$ cat src/rtl/mem_arbiter_pkg.sv
// Shared definitions for the memory-port arbiter: FSM encoding, access-size
// codes and the read/write and boolean constants used by the memory controller.
package mem_arbiter_pkg;

    typedef enum logic [1:0] {
        ST_IDLE = 2'd0,
        ST_DATA = 2'd1,
        ST_INST = 2'd2
    } state_t;

    localparam logic [1:0] TYPE_B = 2'b00;
    localparam logic [1:0] TYPE_H = 2'b01;
    localparam logic [1:0] TYPE_W = 2'b11;

    localparam logic READ  = 1'b0;
    localparam logic WRITE = 1'b1;
    localparam logic TRUE  = 1'b1;
    localparam logic FALSE = 1'b0;

endpackage

$ cat src/rtl/mem_arbiter.sv
// Shares one byte-serial memory port between the data and instruction-fetch
// requesters, with fetch anti-starvation and stale-fetch dropping on redirect.
//
// Handshake: requesters hold *_valid_i until their one-cycle completion pulse;
// controller requests stay high from grant until the matching done/ok pulse,
// with fields held constant for the whole transaction.
module mem_arbiter
    import mem_arbiter_pkg::*;
#(
    parameter int STARVE_LIMIT = 4,
    parameter int CNT_W        = 3
) (
    input  logic        clk,
    input  logic        rst,
    input  logic        rdy,
    input  logic        d_valid_i,
    input  logic        d_we_i,
    input  logic [31:0] d_addr_i,
    input  logic [31:0] d_wdata_i,
    input  logic [1:0]  d_type_i,
    output logic        d_done_o,
    output logic [31:0] d_rdata_o,
    input  logic        f_valid_i,
    input  logic [31:0] f_pc_i,
    input  logic        flush_i,
    output logic        f_ok_o,
    output logic [31:0] f_inst_o,
    output logic [31:0] f_pc_o,
    output logic        ram_r_req_o,
    output logic        ram_w_req_o,
    output logic [31:0] ram_addr_o,
    output logic [31:0] ram_data_o,
    output logic [1:0]  type_o,
    output logic        inst_fe_o,
    output logic [31:0] inst_fpc_o,
    input  logic        ram_done_i,
    input  logic [31:0] ram_data_i,
    input  logic        inst_ok_i,
    input  logic [31:0] inst_i,
    input  logic [31:0] inst_pc_i,
    output logic [1:0]  dbg_state_o
);

    localparam logic [CNT_W-1:0] LIMIT = CNT_W'(STARVE_LIMIT);

    state_t             r_state;
    state_t             w_next_state;
    logic [CNT_W-1:0]   r_streak;
    logic [CNT_W-1:0]   w_streak_inc;
    logic               r_drop;
    logic               r_we;
    logic [31:0]        r_addr;
    logic [31:0]        r_wdata;
    logic [1:0]         r_type;
    logic [31:0]        r_pc;
    logic               r_d_done;
    logic [31:0]        r_d_rdata;
    logic               r_f_ok;
    logic [31:0]        r_f_inst;
    logic [31:0]        r_f_pc;
    logic               w_grant_d;
    logic               w_grant_f;

    // Data wins unless a fetch has already waited through LIMIT data grants.
    assign w_grant_d    = (r_state == ST_IDLE) & d_valid_i & (~f_valid_i | (r_streak < LIMIT));
    assign w_grant_f    = (r_state == ST_IDLE) & ~w_grant_d & f_valid_i & ~flush_i;
    assign w_streak_inc = (r_streak >= LIMIT) ? LIMIT : r_streak + 1'b1;

    always_ff @(posedge clk) begin
        if (rst) begin
            r_state <= ST_IDLE;
        end else if (rdy) begin
            r_state <= w_next_state;
        end
    end

    always_comb begin
        w_next_state = r_state;
        case (r_state)
            ST_IDLE: begin
                if (w_grant_d) begin
                    w_next_state = ST_DATA;
                end else if (w_grant_f) begin
                    w_next_state = ST_INST;
                end
            end
            ST_DATA: if (ram_done_i) w_next_state = ST_IDLE;
            ST_INST: if (inst_ok_i) w_next_state = ST_IDLE;
            default: w_next_state = ST_IDLE;
        endcase
    end

    always_comb begin
        ram_r_req_o = FALSE;
        ram_w_req_o = FALSE;
        inst_fe_o   = FALSE;
        // Dropping the request on the done cycle keeps the controller from
        // restarting a finished access on its idle cycle.
        if (r_state == ST_DATA && !ram_done_i) begin
            ram_r_req_o = (r_we == READ);
            ram_w_req_o = (r_we == WRITE);
        end
        if (r_state == ST_INST && !inst_ok_i) begin
            inst_fe_o = TRUE;
        end
    end

    always_ff @(posedge clk) begin
        if (rst) begin
            r_streak  <= '0;
            r_drop    <= FALSE;
            r_we      <= READ;
            r_addr    <= '0;
            r_wdata   <= '0;
            r_type    <= TYPE_B;
            r_pc      <= '0;
            r_d_done  <= FALSE;
            r_d_rdata <= '0;
            r_f_ok    <= FALSE;
            r_f_inst  <= '0;
            r_f_pc    <= '0;
        end else if (rdy) begin
            r_d_done <= FALSE;
            r_f_ok   <= FALSE;
            case (r_state)
                ST_IDLE: begin
                    if (w_grant_d) begin
                        r_we     <= d_we_i;
                        r_addr   <= d_addr_i;
                        r_wdata  <= d_wdata_i;
                        r_type   <= d_type_i;
                        r_streak <= f_valid_i ? w_streak_inc : '0;
                    end else if (w_grant_f) begin
                        r_pc     <= f_pc_i;
                        r_streak <= '0;
                    end
                end
                ST_DATA: begin
                    if (ram_done_i) begin
                        r_d_done <= TRUE;
                        if (r_we == READ) begin
                            r_d_rdata <= ram_data_i;
                        end
                    end
                end
                ST_INST: begin
                    if (inst_ok_i) begin
                        if (!r_drop && !flush_i) begin
                            r_f_ok   <= TRUE;
                            r_f_inst <= inst_i;
                            r_f_pc   <= inst_pc_i;
                        end
                        r_drop <= FALSE;
                    end else if (flush_i) begin
                        r_drop <= TRUE;
                    end
                end
                default: ;
            endcase
        end
    end

    assign d_done_o    = r_d_done;
    assign d_rdata_o   = r_d_rdata;
    assign f_ok_o      = r_f_ok;
    assign f_inst_o    = r_f_inst;
    assign f_pc_o      = r_f_pc;
    assign ram_addr_o  = r_addr;
    assign ram_data_o  = r_wdata;
    assign type_o      = r_type;
    assign inst_fpc_o  = r_pc;
    assign dbg_state_o = r_state;

endmodule

$ cat config.mk
export PLATFORM = sky130hd
export DESIGN_NAME = mem_arbiter
export DESIGN_NICKNAME = d
export VERILOG_FILES = /design/src/rtl/mem_arbiter_pkg.sv /design/src/rtl/mem_arbiter.sv
export SDC_FILE = /design/constraint.sdc
export NUM_CORES = 1
export LEC_CHECK = 0
export CORE_AREA = 2 2 158 160
export CTS_CLUSTER_SIZE = 14
export DETAILED_ROUTE_END_ITERATION = 8
export DIE_AREA = 0 0 160 162
export DONT_BUFFER_PORTS = 1
export PLACE_DENSITY_LB_ADDON = 0.25
export SYNTH_ARGS = -nofsm -noshare
export SYNTH_HDL_FRONTEND = slang
export SYNTH_SLANG_ARGS = --single-unit
export TNS_END_PERCENT = 10
$ cat constraint.sdc
create_clock -name clk -period 2 [get_ports clk]
set_input_delay 0 -clock clk [delete_from_list [all_inputs] [get_ports clk]]
set_output_delay 0 -clock clk [all_outputs]
set_load 0.005 [all_outputs]
==> key figures, run 1 <==
Outcome
  – Status: complete, but fails checks
  – Failing checks: negative hold slack

Setup path
  – Crit path buf inv count: 3
  – Worst path most repeated cell: buf_4
  – Critical-path top delay cell: dlygate4sd3_1
  – Crit start category: flop
  – Worst Path Required: around 2500 ps
  – Worst-path maximum fanout: 4
  – Crit Path Class: flop to flop
  – Critical Path, Cell by Cell: buf_4, nor4bb_4, buf_4, a31oi_1, a211oi_1, dlygate4sd3_1
  – CP Capture Type: flop
  – Delay-heaviest family, CP: buffers and inverters
  – WP data arrival: 2370 ps
  – Slowest stage delay, CP: roughly 570 ps

Route
  – DR pass1 iterations: 4
  – Post-DR vias/cell: 5.44
  – Total routed wirelength: 26,800 um
  – Number of DRC markers in iteration 0: approximately 790
  – DRC: 0
  – DRT antenna net count: 0
  – WL/cell: 19.4 um
  – Via count: 7,509

Synthesis
  – Syn Std Cell Area: ~0.0080 mm^2
  – Sequential area share after synthesis: about 50%
  – Mapped Cells: between 900 and 1k
  – Yosys Warn Count: 0
  – Syn_nets: approximately 1.1k
  – Synth Area per Inst: between 8 and 9 um^2
  – #FFs+latches synth: 203
  – Synth unique cells: 30

STA
  – Unrepaired setup endpoints after global routing: no
  – Setup TNS: 0 ps
  – Max_slew headroom: roughly three fifths
  – Fin. Hold Viols: 167
  – Worst hold slack: -436 ps
  – Tmin final: roughly 1900 ps
  – Final setup viols: 0
  – Crit share post-route: a little over nine tenths
  – Maximum clock rate: 523 MHz
  – Clk_skew: 21.7 ps
  – Final slew viol count: 0
  – Slew @ Worst Pin: 618 ps

Clock network
  – Clock transition at the registers of the reported paths: 60 ps
  – Post-CTS setup buffer count: 0
  – Clock sink total: 203
  – Clk root buf: clkbuf_16
  – Clk Latency, worst-skew pair: between 500 and 600 ps
  – Htree depth: 1
  – TritonCTS Buffers: 23
  – Cts repair resizes: 0
  – CTS tree: done
  – Clk buf depth: 3

Place
  – RD Place Congestion: between 0.7 and 0.8
  – Area post-placement: 0.00824 mm^2
  – Post-DP HPWL: 15,400 um
  – IO Port Bufs: 0

Power and ir drop
  – Tot Pwr: around 8900 uW
  – Logic gate share of total power: 7.0%
  – Flop pwr share: ~48%
  – Internal: around 6900 uW
  – Switching power: 2020 uW
  – LEAKAGE: 0.00336 uW
  – Clock power frac: around 46%
  – Peak supply drop: approximately 0.6 mV
  – Sw Ratio: a little under a quarter
  – Pwr Density: ~840 mW/mm^2

Final layout
  – # fillers: between 2k and 2.5k
  – Layout cell share with drive strength beyond 1: 5.59%
  – Final #Nets: roughly 1.2k
  – Area Growth Syn to Fin: 32.4%
  – Fin area: 0.0106 mm^2
  – Fin util: a little over two fifths

Global routing
  – First-pass GRT wire length: around 40,000 um
  – Vias in the first global route: about 7.1k
  – Antenna violations before repair: 1
  – GRT overflow: 0
  – GRT Total Usage: 18.7%
  – Pin count of the biggest net entering global routing: around 240

Hold path
  – Worst Hold Class: input pin to flop

Floorplanning
  – Initial Utilization: around 33%
  – Io pins: 404
  – Row cnt: between 50 and 60
  – Die X: between 150 and 200 um
  – Die area: 0.0259 mm^2
  – Core area: about 0.024 mm^2
  – Die height: around 160 um

Job
  – Max-cap viol count: 0
-- cell usage after synthesis (all sizes together) --
cell type | number | area (um^2)
ha | 2 | 25.0
and3b | 2 | 17.5
a21bo | 1 | 10.0
mux2i | 35 | 350
nor4b | 2 | 17.5
buf | 17 | 96.3
inv | 2 | 7.51
a211oi | 2 | 15.0
nor3 | 1 | 16.3
nor2b | 3 | 18.8
a21oi | 168 | 841
nand2b | 69 | 432
nand4bb | 1 | 11.3
clkbuf | 86 | 323
dfxtp | 203 | 4060
nor4bb | 2 | 20.0
or3 | 1 | 6.26
a31oi | 1 | 6.26
o21ai | 165 | 826
a22oi | 1 | 7.51
nor2 | 3 | 11.3
and2 | 1 | 6.26
nand3 | 165 | 826
nor3b | 2 | 15.0
nand2 | 2 | 7.51
nand3b | 2 | 15.0
or3b | 2 | 17.5
-- sequential cells by signal, indices dropped and copies added (netlist names), 3 cells and up --
name	count
d_rdata_o	32
f_inst_o	32
f_pc_o	32
inst_fpc_o	32
r_streak	3
ram_addr_o	32
ram_data_o	32
-- power by group through the flow --
stage	registers, uW	logic [uW]	clock network, uW
2_1_floorplan	4280	363	0
3_3_place_gp	4310	389	0
3_5_place_dp	4310	395	0
4_1_cts	4220	522	4150
5_1_grt	4230	679	4340
6_report	4220	623	4050
-- cells by family after synthesis --
group                    Yosys count  share of synthesized area (%)
AO/OA/AOI/OAI                    338                           21.3
adder cells (fa/ha/maj)            2                          0.312
buffers and inverters            105                           5.33
flip-flops                       203                           50.7
multiplexers                      35                           4.37
AND/OR/NAND/NOR                  258                           18.0
-- cell usage in the layout (no fill, tap or decap), types with 3 or more instances in the layout --
cell type	instances
dlygate4sd3_1	164
buf_12	7
clkbuf_1	4
nand2b_1	69
mux2i_1	35
nand3_1	165
nor2_1	3
a21oi_1	168
buf_4	10
clkbuf_16	23
o21ai_0	165
clkbuf_8	5
dfxtp_1	203
-- through the flow --
step           hold slack (ps)  instances  setup slack, ps
2_1_floorplan             33.0        941              301
3_3_place_gp              57.8       1179              276
3_5_place_dp              54.6       1179              248
4_1_cts                   -453       1322             77.5
5_1_grt                   -475       1381             21.4
6_report                  -436       1381             88.9
-- area by class of cell --
class / instances / area [um^2] / share of cell area (%)
clock buffer: 32 / 659 / 6.22
sequential: 203 / 4060 / 38.3
inverter: 2 / 7.51 / 0.0708
clock inverter: 4 / 51.3 / 0.484
timing repair buffer: 181 / 1860 / 17.5
tap: 324 / 405 / 3.82
antenna: 2 / 5.00 / 0.0472
multi-input combinational: 633 / 3550 / 33.5
-- layer usage --
| metal | GRT usage (%) | up-vias | wire, um |
|---|---|---|---|
| met2 | 31.7 | 344 | 13100 |
| met5 | 0 | - | 0 |
| met1 | 21.1 | 3568 | 10200 |
| met3 | 6.77 | 81 | 2580 |
| met4 | 8.44 | 0 | 954 |
| li1 | - | 3516 | - |
-- repair_timing --
| item | CTS | global route |
|---|---|---|
| hold endpoints to repair | 203 | 167 |
| setup endpoints to repair | 0 | 1 |
| hold buffers | 107 | 57 |
-- path summary, 6_finish.rpt --
path / start / endpoint / slack, ps / cells past startpoint
worst max-delay path: dbg_state_o[0] / r_streak[2] / 90 / 6
worst min-delay path: rst / d_done_o / -440 / 1
worst max register to register: dbg_state_o[0] / r_streak[2] / 90 / 6
worst min register to register: ram_data_o[26] / ram_data_o[26] / 490 / 2
(Power assumes the default switching activity.)
==> inputs of run 2 (changes only) <==
--- a/config.mk
+++ b/config.mk
@@ -10,7 +10,6 @@
 export DETAILED_ROUTE_END_ITERATION = 8
 export DIE_AREA = 0 0 160 162
 export DONT_BUFFER_PORTS = 1
-export PLACE_DENSITY_LB_ADDON = 0.25
 export SYNTH_ARGS = -nofsm -noshare
 export SYNTH_HDL_FRONTEND = slang
 export SYNTH_SLANG_ARGS = --single-unit
==> key figures, run 2 (same netlist as run 1, synthesis figures left out) <==
Global routing
  – Grt met3 use: 6.13% (-0.64 points)
  – Antenna violations before repair: 1 (unchanged)
  – GRT overflow: 0 (unchanged)
  – Top Usage Layer GRT: met2
  – M1 GR Usage: 21.7% (+0.66 points)
  – Met2 GRT Util: 34.1% (+2.4 points)
  – Pin count of the biggest net entering global routing: 237 (unchanged)
  – First-pass GRT wire length: 41,000 um (+3.3%)
  – GRT Total Usage: 19.4% (+0.78 points)
  – Vias in the first global route: 7,398 (+3.6%)

Floorplanning
  – Io pins: 404 (unchanged)
  – Die height: 162 um (unchanged)
  – Die X: 160 um (unchanged)
  – Initial Utilization: 33.2% (unchanged)
  – Core area: 0.0241 mm^2 (unchanged)
  – Die area: 0.0259 mm^2 (unchanged)
  – Row cnt: 57 (unchanged)

STA
  – Clk_skew: 13.4 ps (-8.33 ps)
  – Worst hold slack: -397 ps (+39.1 ps)
  – Max_slew headroom: 52.0% (-6.8 points)
  – Unrepaired setup endpoints after global routing: no
  – Maximum clock rate: 538 MHz (+2.9%)
  – Crit share post-route: 92.9% (-2.7 points)
  – Final slew viol count: 0 (unchanged)
  – Tmin final: 1860 ps (-53.6 ps)
  – Fin. Hold Viols: 133 (-20%)
  – Slew @ Worst Pin: 710 ps (+92.4 ps)
  – Setup TNS: 0 ps (unchanged)
  – Final setup viols: 0 (unchanged)

Final layout
  – Most frequent cells in the layout: 201 x dfxtp_1, 168 x a21oi_1, 165 x nand3_1, 165 x o21ai_0, 152 x dlygate4sd3_1
  – Register area: 0.00407 mm^2 (about the same)
  – Final #Nets: 1,239 (-0.80%)
  – Commonest non-fill, non-tap cell in the layout: dfxtp_1
  – # fillers: 2,294 (-4.3%)
  – Area Growth Syn to Fin: 31.9%
  – Layout cell share with drive strength beyond 1: 6.58% (+0.99 points)
  – Multi-input logic area: 0.00355 mm^2 (unchanged)

Setup path
  – Critical-path top delay cell: dlygate4sd3_1
  – CP Launch Point: dbg_state_o[0]
  – Crit Path Class: flop to flop
  – Crit start category: flop
  – Worst reg2reg startpoint: dbg_state_o[0]
  – Slowest stage delay, CP: 560 ps (about the same)
  – WP data arrival: 2310 ps (-60 ps)
  – Worst Path Required: 2450 ps (about the same)
  – Critical R2R Capture: d_rdata_o[28]
  – Reg2Reg Depth: 5 (-1)
  – R2R setup slack: 140 ps (+50 ps)
  – Critical Path, Cell by Cell: and3b_1, buf_6, nand3_1, a21oi_1, dlygate4sd3_1
  – Worst-path maximum fanout: 33 (+29)
  – CP Capture Type: flop

Clock network
  – Htree depth: 1 (unchanged)
  – CTS tree: done
  – Clock transition at the registers of the reported paths: 70 ps (about the same)
  – Clk Latency, worst-skew pair: 510 ps (about the same)
  – Clock sink total: 203 (unchanged)
  – Clk buf depth: 3 (unchanged)
  – TritonCTS Buffers: 23 (unchanged)
  – Clk root buf: clkbuf_16

Power and ir drop
  – Switching power: 2060 uW (+2.0%)
  – LEAKAGE: 0.00345 uW (+2.8%)
  – Clock power frac: 46.9% (+1.4 points)
  – Pwr Density: 855 mW/mm^2 (+1.8%)
  – Internal: 6960 uW (+1.2%)
  – Sw Ratio: 22.9% (+0.14 points)
  – Peak supply drop: 0.634 mV (+6.5%)
  – Tot Pwr: 9030 uW (+1.4%)
  – Flop pwr share: 46.8% (-0.7 points)
  – Logic gate share of total power: 6.3% (-0.7 points)

Route
  – DRT antenna net count: 0 (unchanged)
  – DRC: 0 (unchanged)
  – Post-DR vias/cell: 5.46 (+0.43%)
  – WL/cell: 19.7 um (+1.6%)
  – Number of DRC markers in iteration 0: 830 (+4.8%)
  – Via count: 7,503 (-0.080%)
  – Total routed wirelength: 27,100 um (+1.1%)
  – DR pass1 iterations: 5 (+1)

Place
  – RD Place Congestion: 0.749 (+4.2%)
  – IO Port Bufs: 0 (unchanged)
  – Post-DP HPWL: 15,800 um (+2.9%)

Job
  – Max-cap viol count: 0 (unchanged)

Hold path
  – Hold Startpoint: rst
  – Worst Hold Class: input pin to flop
  – Hold Path Sink: type_o[1]
  – Hold Path Depth: 1 (unchanged)

Outcome
  – Status: complete, but fails checks
  – Failing checks: negative hold slack
run 2: changes by cell type in the layout (fill, tap and decap cells not counted), moves of 2 or more:
| cell | change |
|---|---|
| dlygate4sd3_1 | -12 |
| clkinv_2 | +4 |
| clkbuf_8 | +3 |
| clkbuf_1 | -2 |
| dfxtp_1 | -2 |
| dfxtp_2 | +2 |
run 2: worst max-delay path, delay by kind of cell (launching register included):
| family | cells | cell delay (ps) |
|---|---|---|
| AO/OA/AOI/OAI | 1 | 170 |
| buffers and inverters | 2 | 810 |
| flip-flops | 1 | 410 |
| AND/OR/NAND/NOR | 2 | 380 |
run 2: per-layer routing:
| metal | vias to the layer above | wire length [um] |
|---|---|---|
| met5 | - | 0 |
| met4 | 0 | 1150 |
| met2 | 362 | 13400 |
| met3 | 77 | 2390 |
| li1 | 3504 | - |
| met1 | 3560 | 10200 |
run 2: cell type report:
class	count	share of cell area (%)
clock inverter	7	0.628
tap	324	3.84
sequential	203	38.5
timing repair buffer	171	16.7
multi-input combinational	633	33.6
clock buffer	33	6.56
antenna	1	0.0237
inverter	2	0.0711
run 2: per-stage QoR:
step	hold WS [ps]	util (%)	instances	area [um^2]	setup slack, ps
floorplan	33.0	-	941	8010	301
detailed placement	62.7	34.3	1181	8270	202
finish	-397	43.8	1374	10600	143
global placement	70.4	34.3	1181	8270	270
CTS	-461	43.1	1357	10400	32.4
global route	-450	43.8	1374	10600	35.8
run 2: worst max path at each step:
stage / to / slack [ps] / cells after the start
2_1_floorplan: inst_fpc_o[0] / 300 / 5
3_3_place_gp: ram_data_o[16] / 270 / 5
3_5_place_dp: ram_addr_o[25] / 200 / 5
4_1_cts: d_rdata_o[11] / 30 / 5
5_1_grt: d_rdata_o[11] / 40 / 5
6_report: d_rdata_o[28] / 140 / 5
run 2: repair_timing:
action                                  4_1_cts  5_1_grt
setup buffers                                 0        0
endpoints found under the setup margin        0       34
hold endpoints to repair                    203      138
gates resized for setup                       0        3
hold buffers                                136       16
run 2: power groups by stage:
stage          Sequential (uW)  Clock [uW]  Combinational [uW]
2_1_floorplan             4280           0                 363
3_3_place_gp              4310           0                 389
3_5_place_dp              4310           0                 400
4_1_cts                   4230        4350                 539
5_1_grt                   4230        4470                 625
6_report                  4230        4230                 569
